File: src/rtl/vga_mode_pkg.sv
// rtl/vga_mode_pkg.sv - video mode table, controller state type and table sanity helpers
package vga_mode_pkg;

  localparam int VGA_TABLE_DEPTH = 4;

  typedef struct packed {
    logic [15:0] h_total;
    logic [15:0] h_blank_start;
    logic [15:0] h_sync_start;
    logic [15:0] h_sync_end;
    logic [15:0] v_total;
    logic [15:0] v_blank_start;
    logic [15:0] v_sync_start;
    logic [15:0] v_sync_end;
    logic        h_pol;
    logic        v_pol;
  } vga_mode_t;

  typedef vga_mode_t [VGA_TABLE_DEPTH-1:0] vga_mode_tbl_t;

  typedef enum logic {
    CTRL_IDLE    = 1'b0,
    CTRL_PENDING = 1'b1
  } vga_ctrl_state_t;

  localparam vga_mode_t VGA_MODE_TABLE [VGA_TABLE_DEPTH] = '{
    '{16'd1344, 16'd1024, 16'd1048, 16'd1184, 16'd806, 16'd768, 16'd771, 16'd777, 1'b0, 1'b0},
    '{16'd1056, 16'd800,  16'd840,  16'd968,  16'd628, 16'd600, 16'd601, 16'd605, 1'b1, 1'b1},
    '{16'd800,  16'd640,  16'd656,  16'd752,  16'd525, 16'd480, 16'd490, 16'd492, 1'b0, 1'b0},
    '{16'd1344, 16'd1024, 16'd1048, 16'd1184, 16'd806, 16'd768, 16'd771, 16'd777, 1'b0, 1'b0}
  };

  // Packed view of the table so it can be passed as a module parameter.
  localparam vga_mode_tbl_t VGA_MODE_TABLE_P = {
    VGA_MODE_TABLE[3], VGA_MODE_TABLE[2], VGA_MODE_TABLE[1], VGA_MODE_TABLE[0]
  };

  function automatic logic val_below(input logic [15:0] v, input int lim);
    return 32'(v) < lim;
  endfunction

  function automatic logic total_fits(input logic [15:0] v, input int lim);
    return (v != 16'd0) && (32'(v) <= lim);
  endfunction

endpackage

File: src/rtl/vga_timing_multimode_ctrl.sv
// rtl/vga_timing_multimode_ctrl.sv - mode request validation, pending slot and frame-boundary switch
module vga_mode_ctrl
  import vga_mode_pkg::*;
#(
  parameter int NUM_MODES    = 3,
  parameter int DEFAULT_MODE = 0,
  parameter int MODE_W       = 2
) (
  input  logic              clk,
  input  logic              rst_n,
  input  logic              mode_req_i,
  input  logic [MODE_W-1:0] mode_sel_i,
  input  logic              frame_boundary_i,
  output logic [MODE_W-1:0] mode_active_o,
  output logic [MODE_W-1:0] mode_next_o,
  output logic              mode_busy_o,
  output logic              mode_ack_o,
  output logic              mode_err_o
);

  vga_ctrl_state_t   state_q, state_d;
  logic [MODE_W-1:0] pending_q, pending_d;
  logic [MODE_W-1:0] active_q, active_d;
  logic              ack_q, ack_d;
  logic              err_q, err_d;
  logic              req_ok;

  assign req_ok = mode_req_i && (32'(mode_sel_i) < NUM_MODES);

  // The switch is evaluated before the new request so that a request landing
  // on the boundary cycle re-arms the slot for the following frame.
  always_comb begin
    state_d   = state_q;
    pending_d = pending_q;
    active_d  = active_q;
    ack_d     = 1'b0;
    err_d     = mode_req_i && !req_ok;
    if (frame_boundary_i && (state_q == CTRL_PENDING)) begin
      active_d = pending_q;
      state_d  = CTRL_IDLE;
      ack_d    = 1'b1;
    end
    if (req_ok) begin
      pending_d = mode_sel_i;
      state_d   = CTRL_PENDING;
    end
  end

  always_ff @(posedge clk or negedge rst_n) begin
    if (!rst_n) begin
      state_q   <= CTRL_IDLE;
      pending_q <= MODE_W'(DEFAULT_MODE);
      active_q  <= MODE_W'(DEFAULT_MODE);
      ack_q     <= 1'b0;
      err_q     <= 1'b0;
    end else begin
      state_q   <= state_d;
      pending_q <= pending_d;
      active_q  <= active_d;
      ack_q     <= ack_d;
      err_q     <= err_d;
    end
  end

  assign mode_active_o = active_q;
  assign mode_next_o   = active_d;
  assign mode_busy_o   = (state_q == CTRL_PENDING);
  assign mode_ack_o    = ack_q;
  assign mode_err_o    = err_q;

endmodule

File: src/rtl/vga_timing_multimode.sv
// rtl/vga_timing_multimode.sv - multi-mode VGA timing generator; VGA_SYNC_POLARITY_EN selects per-mode sync polarity
module vga_timing_multimode
  import vga_mode_pkg::*;
#(
  parameter int            NUM_MODES    = 3,
  parameter int            DEFAULT_MODE = 0,
  parameter int            MODE_W       = 2,
  parameter int            HW           = 11,
  parameter int            VW           = 10,
  parameter vga_mode_tbl_t MODE_TABLE   = VGA_MODE_TABLE_P
) (
  input  logic              clk,
  input  logic              rst_n,
  input  logic              mode_req,
  input  logic [MODE_W-1:0] mode_sel,
  output logic [HW-1:0]     hcount,
  output logic [VW-1:0]     vcount,
  output logic              hsync,
  output logic              vsync,
  output logic              hblnk,
  output logic              vblnk,
  output logic              line_start,
  output logic              frame_start,
  output logic [MODE_W-1:0] mode_active,
  output logic              mode_busy,
  output logic              mode_ack,
  output logic              mode_err
);

  localparam int HLIM = 1 << HW;
  localparam int VLIM = 1 << VW;

  logic [MODE_W-1:0] mode_next;
  logic              frame_boundary;
  logic              h_wrap, v_wrap;
  logic [HW-1:0]     h_last, hbs, hss, hse;
  logic [VW-1:0]     v_last, vbs, vss, vse;
  logic [HW-1:0]     hcount_q, hcount_d;
  logic [VW-1:0]     vcount_q, vcount_d;
  logic              hsync_q, hsync_d, vsync_q, vsync_d;
  logic              hblnk_q, hblnk_d, vblnk_q, vblnk_d;
  logic              line_start_q, line_start_d;
  logic              frame_start_q, frame_start_d;
  logic              h_pol, v_pol;
  logic              hs_act, vs_act;
  logic [NUM_MODES-1:0] cfg_ok;

  vga_mode_ctrl #(
    .NUM_MODES   (NUM_MODES),
    .DEFAULT_MODE(DEFAULT_MODE),
    .MODE_W      (MODE_W)
  ) u_ctrl (
    .clk             (clk),
    .rst_n           (rst_n),
    .mode_req_i      (mode_req),
    .mode_sel_i      (mode_sel),
    .frame_boundary_i(frame_boundary),
    .mode_active_o   (mode_active),
    .mode_next_o     (mode_next),
    .mode_busy_o     (mode_busy),
    .mode_ack_o      (mode_ack),
    .mode_err_o      (mode_err)
  );

  // Wrap points come from the mode in force; flags for the next pixel come
  // from the mode that will be in force, so a switch lands cleanly on (0,0).
  assign h_last = HW'(MODE_TABLE[mode_active].h_total - 16'd1);
  assign v_last = VW'(MODE_TABLE[mode_active].v_total - 16'd1);
  assign hbs    = MODE_TABLE[mode_next].h_blank_start[HW-1:0];
  assign hss    = MODE_TABLE[mode_next].h_sync_start[HW-1:0];
  assign hse    = MODE_TABLE[mode_next].h_sync_end[HW-1:0];
  assign vbs    = MODE_TABLE[mode_next].v_blank_start[VW-1:0];
  assign vss    = MODE_TABLE[mode_next].v_sync_start[VW-1:0];
  assign vse    = MODE_TABLE[mode_next].v_sync_end[VW-1:0];

`ifdef VGA_SYNC_POLARITY_EN
  localparam logic HS_IDLE = ~MODE_TABLE[DEFAULT_MODE].h_pol;
  localparam logic VS_IDLE = ~MODE_TABLE[DEFAULT_MODE].v_pol;
  assign h_pol = MODE_TABLE[mode_next].h_pol;
  assign v_pol = MODE_TABLE[mode_next].v_pol;
`else
  localparam logic HS_IDLE = 1'b0;
  localparam logic VS_IDLE = 1'b0;
  assign h_pol = 1'b1;
  assign v_pol = 1'b1;
`endif

  assign h_wrap         = (hcount_q == h_last);
  assign v_wrap         = (vcount_q == v_last);
  assign frame_boundary = h_wrap && v_wrap;

  always_comb begin
    hcount_d = h_wrap ? '0 : hcount_q + HW'(1);
    vcount_d = vcount_q;
    if (h_wrap) begin
      vcount_d = v_wrap ? '0 : vcount_q + VW'(1);
    end
  end

  assign hs_act        = (hcount_d >= hss) && (hcount_d < hse);
  assign vs_act        = (vcount_d >= vss) && (vcount_d < vse);
  assign hsync_d       = hs_act ^ ~h_pol;
  assign vsync_d       = vs_act ^ ~v_pol;
  assign hblnk_d       = (hcount_d >= hbs);
  assign vblnk_d       = (vcount_d >= vbs);
  assign line_start_d  = (hcount_d == '0);
  assign frame_start_d = (hcount_d == '0) && (vcount_d == '0);

  always_ff @(posedge clk or negedge rst_n) begin
    if (!rst_n) begin
      hcount_q      <= '0;
      vcount_q      <= '0;
      hsync_q       <= HS_IDLE;
      vsync_q       <= VS_IDLE;
      hblnk_q       <= 1'b0;
      vblnk_q       <= 1'b0;
      line_start_q  <= 1'b1;
      frame_start_q <= 1'b1;
    end else begin
      hcount_q      <= hcount_d;
      vcount_q      <= vcount_d;
      hsync_q       <= hsync_d;
      vsync_q       <= vsync_d;
      hblnk_q       <= hblnk_d;
      vblnk_q       <= vblnk_d;
      line_start_q  <= line_start_d;
      frame_start_q <= frame_start_d;
    end
  end

  assign hcount      = hcount_q;
  assign vcount      = vcount_q;
  assign hsync       = hsync_q;
  assign vsync       = vsync_q;
  assign hblnk       = hblnk_q;
  assign vblnk       = vblnk_q;
  assign line_start  = line_start_q;
  assign frame_start = frame_start_q;

  // Every table value in use must be representable at the counter widths.
  for (genvar m = 0; m < NUM_MODES; m++) begin : g_cfg
    assign cfg_ok[m] = total_fits(MODE_TABLE[m].h_total, HLIM)
                    && val_below(MODE_TABLE[m].h_blank_start, HLIM)
                    && val_below(MODE_TABLE[m].h_sync_start, HLIM)
                    && val_below(MODE_TABLE[m].h_sync_end, HLIM)
                    && total_fits(MODE_TABLE[m].v_total, VLIM)
                    && val_below(MODE_TABLE[m].v_blank_start, VLIM)
                    && val_below(MODE_TABLE[m].v_sync_start, VLIM)
                    && val_below(MODE_TABLE[m].v_sync_end, VLIM);
  end

  always_ff @(posedge clk) begin
    assert (&cfg_ok) else $error("vga mode table value exceeds counter width");
  end

endmodule

File: config.mk
export PLATFORM = sky130hd
export DESIGN_NAME = vga_timing_multimode
export DESIGN_NICKNAME = d
export VERILOG_FILES = /design/src/rtl/vga_mode_pkg.sv /design/src/rtl/vga_timing_multimode_ctrl.sv /design/src/rtl/vga_timing_multimode.sv
export SDC_FILE = /design/constraint.sdc
export NUM_CORES = 1
export LEC_CHECK = 0
export ABC_AREA = 1
export CORE_MARGIN = 2
export CORE_UTILIZATION = 69
export CTS_CLUSTER_DIAMETER = 120
export CTS_CLUSTER_SIZE = 28
export DETAILED_ROUTE_END_ITERATION = 12
export DONT_BUFFER_PORTS = 1
export GPL_TIMING_DRIVEN = 1
export PLACE_DENSITY_LB_ADDON = 0.15
export SYNTH_ARGS = -nofsm -noshare
export SYNTH_HDL_FRONTEND = slang
export SYNTH_HIERARCHICAL = 1
export SYNTH_SLANG_ARGS = --single-unit
File: constraint.sdc
create_clock -name clk -period 8.73 [get_ports clk]
set_input_delay 1.746 -clock clk [delete_from_list [all_inputs] [get_ports clk]]
set_output_delay 1.746 -clock clk [all_outputs]
set_load 0.005 [all_outputs]
**Yosys cells after proc, flatten, opt, wreduce, memory -nomap -nowiden**

Cells that the tools add are included.

- Register bits after elaboration: 34
- Input bits: 5
- Output and inout port bits: 32
- Logic and storage cells: 50

- Add/sub/neg operators: 4
- Order comparisons: 9
- Equality and inequality tests: 2
- Mux-type cells: 11
- Reductions and logical operators: 11

Operators with widths:

| operator | count |
|---|---|
| $bmux W130 S2 | 2 |
| $mux W125 | 1 |
| $mux W109 | 1 |
| $ge A11 B11 Y1 | 2 |
| $ge A10 B10 Y1 | 2 |
| $mux W10 | 2 |
| $add A11 B1 Y11 const B | 1 |
| $eq A11 B11 Y1 | 1 |
| $logic_not A11 Y1 | 1 |
| $lt A11 B11 Y1 | 1 |
| $mux W11 | 1 |
| $sub A11 B1 Y11 const B | 1 |
| $add A10 B1 Y10 const B | 1 |
| $eq A10 B10 Y1 | 1 |
| $logic_not A10 Y1 | 1 |
| $lt A10 B10 Y1 | 1 |
| $sub A10 B1 Y10 const B | 1 |
| $logic_and A1 B1 Y1 | 7 |
| $lt A2 B3 Y1 const B | 2 |
| $mux W1 | 3 |
| $lt A2 B2 Y1 const B | 1 |
| $mux W2 | 1 |
| $reduce_bool A2 Y1 | 1 |
| $logic_not A1 Y1 | 1 |

**Longest topological paths before layout**

Gate-level depths: netlist of run 1.

- Depth after elaboration: 11
- Gate-level depth with buffers: 25
- Depth with buffers taken out: 25

**By module**

Netlist of run 1, hierarchy kept.

By module, submodules not included:

| module | instances | cells an instance | area each (um^2) | sequential area each (um^2) |
|---|---|---|---|---|
| vga_timing_multimode | 1 | 335 | 2353.5 | 678.2 |
| vga_mode_ctrl | 1 | 27 | 259.0 | 175.2 |

**Worst setup path before layout of run 1**

No wires, ideal clock.

- Path kind: flip-flop to flip-flop
- From: register u_ctrl.active_q[0] (netlist: u_ctrl/mode_active_o[0])
- To: register hsync_q (netlist: hsync)
- Setup time: 0.117 ns
- Data arrival time: 2.762 ns
- Data required time: 8.613 ns
- Path slack: 5.852 ns
- Stages on the path, launching flop included: 24
- Buffers on the path: 0
- Period minus slack after synthesis: 2.878 ns
- Path through: dfrtp_1 -> inv_1 -> ha_1 -> inv_1 -> nand2_1 -> nand2_1 -> nor2_2 -> nand3_4 -> nor2_1 -> nand2_1 -> inv_2 -> nand2_1 -> nand2_1 -> inv_1 -> ha_1 -> inv_1 -> ha_1 -> nand2_1 -> inv_1 -> nand2_1 -> nor2_1 -> nand2_1 -> nand2_1 -> nor2_1

- Word-level cells in the longest chain between the ends: 11
- Elaborated cells on any way between the ends: 15
- Those cells by class: add/sub: 2; order compare: 2; eq/ne: 2; mux: 6; reduce/logical: 3

RTL lines:

| element | RTL line | text |
|---|---|---|
| from (decl) | vga_timing_multimode_ctrl.sv:23 | `logic [MODE_W-1:0] active_q, active_d;` |
| from (signal assigned) | vga_timing_multimode_ctrl.sv:53 | `active_q <= MODE_W'(DEFAULT_MODE);` |
| from (signal assigned) | vga_timing_multimode_ctrl.sv:59 | `active_q <= active_d;` |
| $bmux W130 S2 * | vga_timing_multimode.sv:67, vga_timing_multimode.sv:68 |  |
| $mux W125 (implied by the code) * | vga_timing_multimode.sv:68 | `assign v_last = VW'(MODE_TABLE[mode_active].v_total - 16'd1);` |
| $sub A11 B1 Y11 or $sub A10 B1 Y10 (tied branches) | vga_timing_multimode.sv:67, vga_timing_multimode.sv:68 |  |
| $eq A11 B11 Y1 or $eq A10 B10 Y1 (tied branches) | vga_timing_multimode.sv:88, vga_timing_multimode.sv:89 |  |
| $logic_and A1 B1 Y1 * | vga_timing_multimode.sv:90 | `assign frame_boundary = h_wrap && v_wrap;` |
| named net frame_boundary | vga_timing_multimode.sv:34 | `logic frame_boundary;` |
| $logic_and A1 B1 Y1 * | vga_timing_multimode_ctrl.sv:38 | `if (frame_boundary_i && (state_q == CTRL_PENDING)) begin` |
| $mux W2 * | vga_timing_multimode_ctrl.sv:38 |  |
| named net mode_next[0] | vga_timing_multimode.sv:33 | `logic [MODE_W-1:0] mode_next;` |
| $bmux W130 S2 * | vga_timing_multimode.sv:70, vga_timing_multimode.sv:71 |  |
| $mux W109 * | n/a |  |
| $ge A11 B11 Y1 or $lt A11 B11 Y1 (tied branches) | vga_timing_multimode.sv:100 | `assign hs_act = (hcount_d >= hss) && (hcount_d < hse);` |
| $logic_and A1 B1 Y1 * | vga_timing_multimode.sv:100 |  |
| named net hs_act | vga_timing_multimode.sv:45 | `logic hs_act, vs_act;` |
| to (signal assigned) | vga_timing_multimode.sv:122 | `hsync_q <= hsync_d;` |
| to (decl) | vga_timing_multimode.sv:40 | `logic hsync_q, hsync_d, vsync_q, vsync_d;` |

Mark *: on every way through the listed nets, which the timed path passes. The rest lies on a longest branch. The select of a mux whose other input is x is not followed.
A chain may end at the register's enable or synchronous reset.

**Final worst setup path of run 1**

Ends and elaborated chain as after synthesis.

==> results.tsv, run 1 <==
metric	value	unit
period_needed	3.48	ns
relSlewSlack	66.6	%
final_area	2790	um^2
cts_setup_buffers	0	
path_clk_slew	0.07	ns
reg2reg_depth	23	
rsz0062_at_grt	no	
path_max_fanout	9	
syn-num-nets	397	
routed.top_layer	met4	
p_leak	1.51	nW
nets	401	
cp-start-kind	flop	
synth_mux_area_share	0	%
worstMarginPinSlew	0.495	ns
grt_use_total	32.6	%
dp_slack	5.34	ns
min_to	u_ctrl/pending_q[0]$_DFFE_PN0P_	
wl	6.18	mm
r2r_start	u_ctrl/mode_active_o[0]$_DFF_PN0_	
synth_xor_xnor_area_share	2.01	%
final_max_slew_viol_count	0	
critPathKind	flop to flop	
met2_length	2.87	mm
worstPathArrival	3.70	ns
ys_seq_elements	34	
yosysWarnings	6	
cts_buffers	5	
ys_seq_area_share	32.7	%
synth_area	2610	um^2
holdCritStartpoint	u_ctrl/pending_q[0]$_DFFE_PN0P_	
via_count	2347	
cts_resized	0	
drive_gt1_share	11.7	%
final_cell_mix	nand2_1, inv_1, nor2_1	
dr.pass1.iters	5	
grt_pass1_vias	2332	
cpPeakStageDelay	0.47	ns
place_congestion	0.887	
setup_ws	5.25	ns
worstPathCellList	inv_1 > ha_1 > inv_1 > nand2_1 > nand2_1 > nand2_1 > nor2_1 > nand2_1 > nor2_1 > nand2_1 > inv_2 > nand2_1 > nand2_1 > inv_1 > ha_1 > inv_1 > ha_1 > nand2_1 > inv_1 > nand2_1 > nor2_1 > nor2_1 > nor2_1	
die_w	65.5	um
path_common_cell	nand2_1	
wl_per_cell	14.9	um
p_per_area	123	nW/um^2
grt_overflow	0	
wl_met1	2.79	mm
htreeDepth	2	
cts_root_buffer	clkbuf_8	
yosysUniqueCellTypes	30	
top_level_ports	37	
drv_cap	0	
end_kind	flop	
grt_pass1_wl	10.7	mm
postRouteAntennaNets	0	
post-route-period-util	39.8	%
synth_compound_area_share	6.56	%
first_iter_violations	281	
die_h	65.5	um
tns	0	ns
area_growth	6.85	%
r2r_slack	5.25	ns
start_util	71.4	%
synthCells	362	
vias_per_cell	5.66	
vdd_drop_max	0.0000744	V
clock-sinks	34	
antenna_found_initial	0	
placed_area	2650	um^2
dr_wl_met3	465	um
timing.fmax	287	MHz
required	8.95	ns
finalHoldViolations	0	
grt_max_degree	35	
synth_fa_ha_area_share	14.4	%
num_antenna_cells	0	
setup_viol	0	
core	3660	um^2
hpwl	4.61	mm
yosys.area_share.simple	34.1	%
synth_top_family_by_area	simple AND/OR/NAND/NOR gates	
syn_avg_cell_area	7.22	um^2
status	finished clean	
clockBufferDepth	2	
skew	0.00453	ns
io_buffers	0	
hold_class	flop to flop	
cts_hold_repair.buffers	0	
die_area	4290	um^2
worstHoldPathCells	2	
cp_slowest_cell	dfrtp_1	
insertion_delay	0.29	ns
layout_commonest_cell	nand2_1	
remaining_drc_errors	0	
tritoncts	yes	
rows	22	
r2r_end	hsync$_DFF_PN0_	
worst max path at each step:
stage / to / startpoint / slack (ns) / depth (start not counted)
after floorplan: hsync$_DFF_PN0_ / u_ctrl/mode_active_o[0]$_DFF_PN0_ / 5.85 / 23
after global placement: hsync$_DFF_PN0_ / u_ctrl/mode_active_o[0]$_DFF_PN0_ / 5.51 / 24
after detailed placement: hsync$_DFF_PN0_ / u_ctrl/mode_active_o[0]$_DFF_PN0_ / 5.34 / 23
after CTS: hsync$_DFF_PN0_ / u_ctrl/mode_active_o[0]$_DFF_PN0_ / 5.28 / 23
after global routing: hsync$_DFF_PN0_ / u_ctrl/mode_active_o[0]$_DFF_PN0_ / 4.87 / 24
final: hsync$_DFF_PN0_ / u_ctrl/mode_active_o[0]$_DFF_PN0_ / 5.25 / 23
kinds of logic after synthesis:
group | Yosys count
and+or+nand+nor | 192
xor gates and xnor gates | 6
buffers and inverters | 68
adders and majority gates | 30
AOI/OAI and AO/OA | 32
DFF | 34
routing by layer:
metal / up-vias / track usage, %
met4: 0 / 8.07
met5: - / 0
met2: 94 / 53.1
met1: 1094 / 44.1
li1: 1152 / -
met3: 7 / 7.36
area by class of cell:
type	instances	area, um^2
fill	286	870
tap	48	60.1
clock inverter	2	60.1
inverter	65	244
clock buffer	6	82.6
multi-input combinational	260	1490
sequential	34	853
state kept, by name, summed over array words and instances (netlist names):
register and flops:
frame_start 1, vblnk 1, hblnk 1, hcount 11, u_ctrl/mode_err_o 1, u_ctrl/mode_active_o 2
vcount 10, u_ctrl/pending_q 2, u_ctrl/mode_ack_o 1, hsync 1, line_start 1, u_ctrl/mode_busy_o 1
vsync 1
where the power goes:
part | switching, mW | total, mW | leakage (nW) | internal [mW]
Sequential | 0.000642 | 0.159 | 0.444 | 0.159
Clock | 0.0601 | 0.182 | 0.0714 | 0.122
Combinational | 0.00134 | 0.00221 | 0.999 | 0.000870
cell usage after synthesis, drive strengths merged:
cell      n  area share (%)
nand4     8             1.9
o31ai     1            0.29
buf       3            0.91
nor2     46             8.6
nor4      3            0.72
or2       1            0.24
inv      65             9.3
xor2      6             2.0
nand2   106              16
nand3b    2            0.57
o21ai    17             3.4
dfstp     2             2.0
ha       30              14
a21oi    12             2.3
dfrtp    32              31
o21bai    2            0.57
nor3      2            0.57
nand3    24             5.3
metrics by stage:
step           hold WS, ns  instances  util (%)  total power [mW]
5_1_grt              0.512        415      76.2             0.353
3_3_place_gp         0.467        407      72.4             0.165
2_1_floorplan        0.442        362         -             0.164
6_report             0.477        415      76.2             0.343
4_1_cts              0.480        415      76.2             0.346
3_5_place_dp         0.463        407      72.4             0.165
worst max-delay path: cells and delay by family, from the launching register on:
| kind | cells | cell delay [ns] |
|---|---|---|
| fa+ha+maj | 3 | 1.07 |
| buf+inv | 6 | 0.51 |
| flops | 1 | 0.47 |
| simple gates | 14 | 1.37 |
Note: power is estimated with default switching activity, not from simulation.
==> inputs of run 2 (changes only) <==
Settings changed: CORE_UTILIZATION 69 to 64.
Clock period 8.73 ns to 3.4 ns, I/O delays scaled along.
==> run 2 against run 1 <==
  * Worst setup slack worse by 5.0 ns
  * Routed wire length shrank 2.1%
  * Worst hold slack worse by 0.40 ns
  * Sequential share of layout area about the same
  * Sequential cell count unchanged
  * Core utilization decreased by 5.9 points
  * First-iteration DRC count is 21% lower
  * Largest cell class unchanged
  * Total power increased by 110%
  * Global-route usage is 4.4 points lower
  * Clock skew hardly changed
  * Clock power up 75%
  * Register-to-register slack worse by 5.0 ns
==> results.tsv, run 2 (synthesized netlist as in run 1, its figures left out) <==
metric	value	unit
r2r_start	u_ctrl/mode_active_o[1]$_DFF_PN0_	
start_util	65.8	%
status	finished clean	
htreeDepth	2	
dr.pass1.iters	4	
hpwl	4.56	mm
cts_setup_buffers	0	
finalHoldViolations	0	
worstPathArrival	3.37	ns
vias_per_cell	5.44	
layout_commonest_cell	nand2_1	
dp_slack	0.105	ns
rows	23	
die_area	4610	um^2
grt_max_degree	35	
grt_overflow	0	
cts_buffers	5	
place_congestion	0.899	
worstPathCellList	ha_1 > inv_1 > nand2_1 > nand2_1 > nor2_2 > nand3_4 > nor2_4 > nand2_1 > inv_2 > nand2_1 > nand2_2 > inv_1 > ha_4 > inv_1 > ha_1 > nand2_1 > inv_1 > nand2_1 > nor2_1 > nand2_1 > nand2_1 > nor2_1	
first_iter_violations	221	
cp_slowest_cell	dfrtp_1	
end_kind	flop	
top_level_ports	37	
antenna_found_initial	0	
r2r_end	hsync$_DFF_PN0_	
final_max_slew_viol_count	0	
reg2reg_depth	22	
critPathKind	flop to flop	
die_w	67.9	um
final_area	2790	um^2
num_antenna_cells	0	
core	3970	um^2
path_max_fanout	7	
p_leak	1.49	nW
vdd_drop_max	0.000195	V
grt_use_total	28.2	%
setup_viol	0	
path_common_cell	nand2_1	
period_needed	3.19	ns
placed_area	2660	um^2
io_buffers	0	
cp-start-kind	flop	
wl	6.05	mm
worstMarginPinSlew	0.485	ns
tritoncts	yes	
r2r_slack	0.21	ns
drive_gt1_share	13.9	%
hold_class	primary input to asynchronous set/reset pin	
clock-sinks	34	
largest_register_ffs	11	
die_h	67.9	um
postRouteAntennaNets	0	
p_per_area	262	nW/um^2
wl_per_cell	14.5	um
final_cell_mix	nand2_1, inv_1, nor2_1	
setup_ws	0.211	ns
post-route-period-util	93.8	%
drv_cap	0	
remaining_drc_errors	0	
insertion_delay	0.29	ns
nets	402	
grt_pass1_vias	2201	
cts_root_buffer	clkbuf_8	
required	3.58	ns
via_count	2276	
skew	0.00440	ns
area_growth	6.90	%
path_clk_slew	0.07	ns
timing.fmax	314	MHz
relSlewSlack	67.3	%
grt_pass1_wl	9.74	mm
clockBufferDepth	2	
cpPeakStageDelay	0.47	ns
## run 2: cell count changes in the layout (fill, tap and decap cells not counted), sizes merged
cell and delta:
clkinv +1, clkinvlp +1, buf +1, bufinv -2
## run 2: where the power goes
group	switching (mW)	internal [mW]	total (mW)
clock	0.155	0.163	0.318
combinational	0.00313	0.00223	0.00535
sequential	0.00197	0.408	0.410
## run 2: worst max-delay path by stage
stage               depth (start not counted)  slack (ns)              end                               from
CTS                                        22        0.07  hsync$_DFF_PN0_  u_ctrl/mode_active_o[0]$_DFF_PN0_
global placement                           23        0.22  hsync$_DFF_PN0_  u_ctrl/mode_active_o[0]$_DFF_PN0_
global route                               23       -0.06  hsync$_DFF_PN0_  u_ctrl/mode_active_o[0]$_DFF_PN0_
detailed placement                         23        0.11  hsync$_DFF_PN0_  u_ctrl/mode_active_o[0]$_DFF_PN0_
floorplan                                  23        0.52  hsync$_DFF_PN0_  u_ctrl/mode_active_o[0]$_DFF_PN0_
finish                                     22        0.21  hsync$_DFF_PN0_  u_ctrl/mode_active_o[1]$_DFF_PN0_
## run 2: what timing repair did
item	4_1_cts	5_1_grt
endpoints found under the setup margin	0	4
gates resized for setup	0	10
hold buffers	0	0
## run 2: worst max-delay path: cells and delay by family (launching register included)
kind	cells	cell delay, ns
fa+ha+maj	3	0.96
buf+inv	5	0.38
flops	1	0.47
simple gates	14	1.26
## run 2: stage by stage
step | TNS [ns] | instances | hold WS [ns] | power (mW) | util [%]
global placement | 0 | 410 | 0.385 | 0.423 | 67.0
global route | -0.168 | 418 | 0.0594 | 0.756 | 70.3
detailed placement | 0 | 410 | 0.385 | 0.423 | 67.0
floorplan | 0 | 362 | 0.384 | 0.421 | -
CTS | 0 | 418 | 0.0683 | 0.738 | 69.3
finish | 0 | 418 | 0.0761 | 0.733 | 70.3
## run 2: routing by layer
metal / up-vias / global-route usage, % / wire length (um)
met3: 5 / 7.40 / 424
met1: 1046 / 39.0 / 2720
li1: 1149 / - / -
met5: - / 0 / 0
met4: 0 / 7.00 / 33
met2: 76 / 44.1 / 2870
## run 2: layout make-up
type,count,area [um^2]
multi-input cells,260,1530
clock buffers,6,82.6
fillers,309,1180
clock inverters,2,12.5
flip-flops and latches,34,855
well taps,50,62.6
repair buffers,1,7.51
inverters,65,244
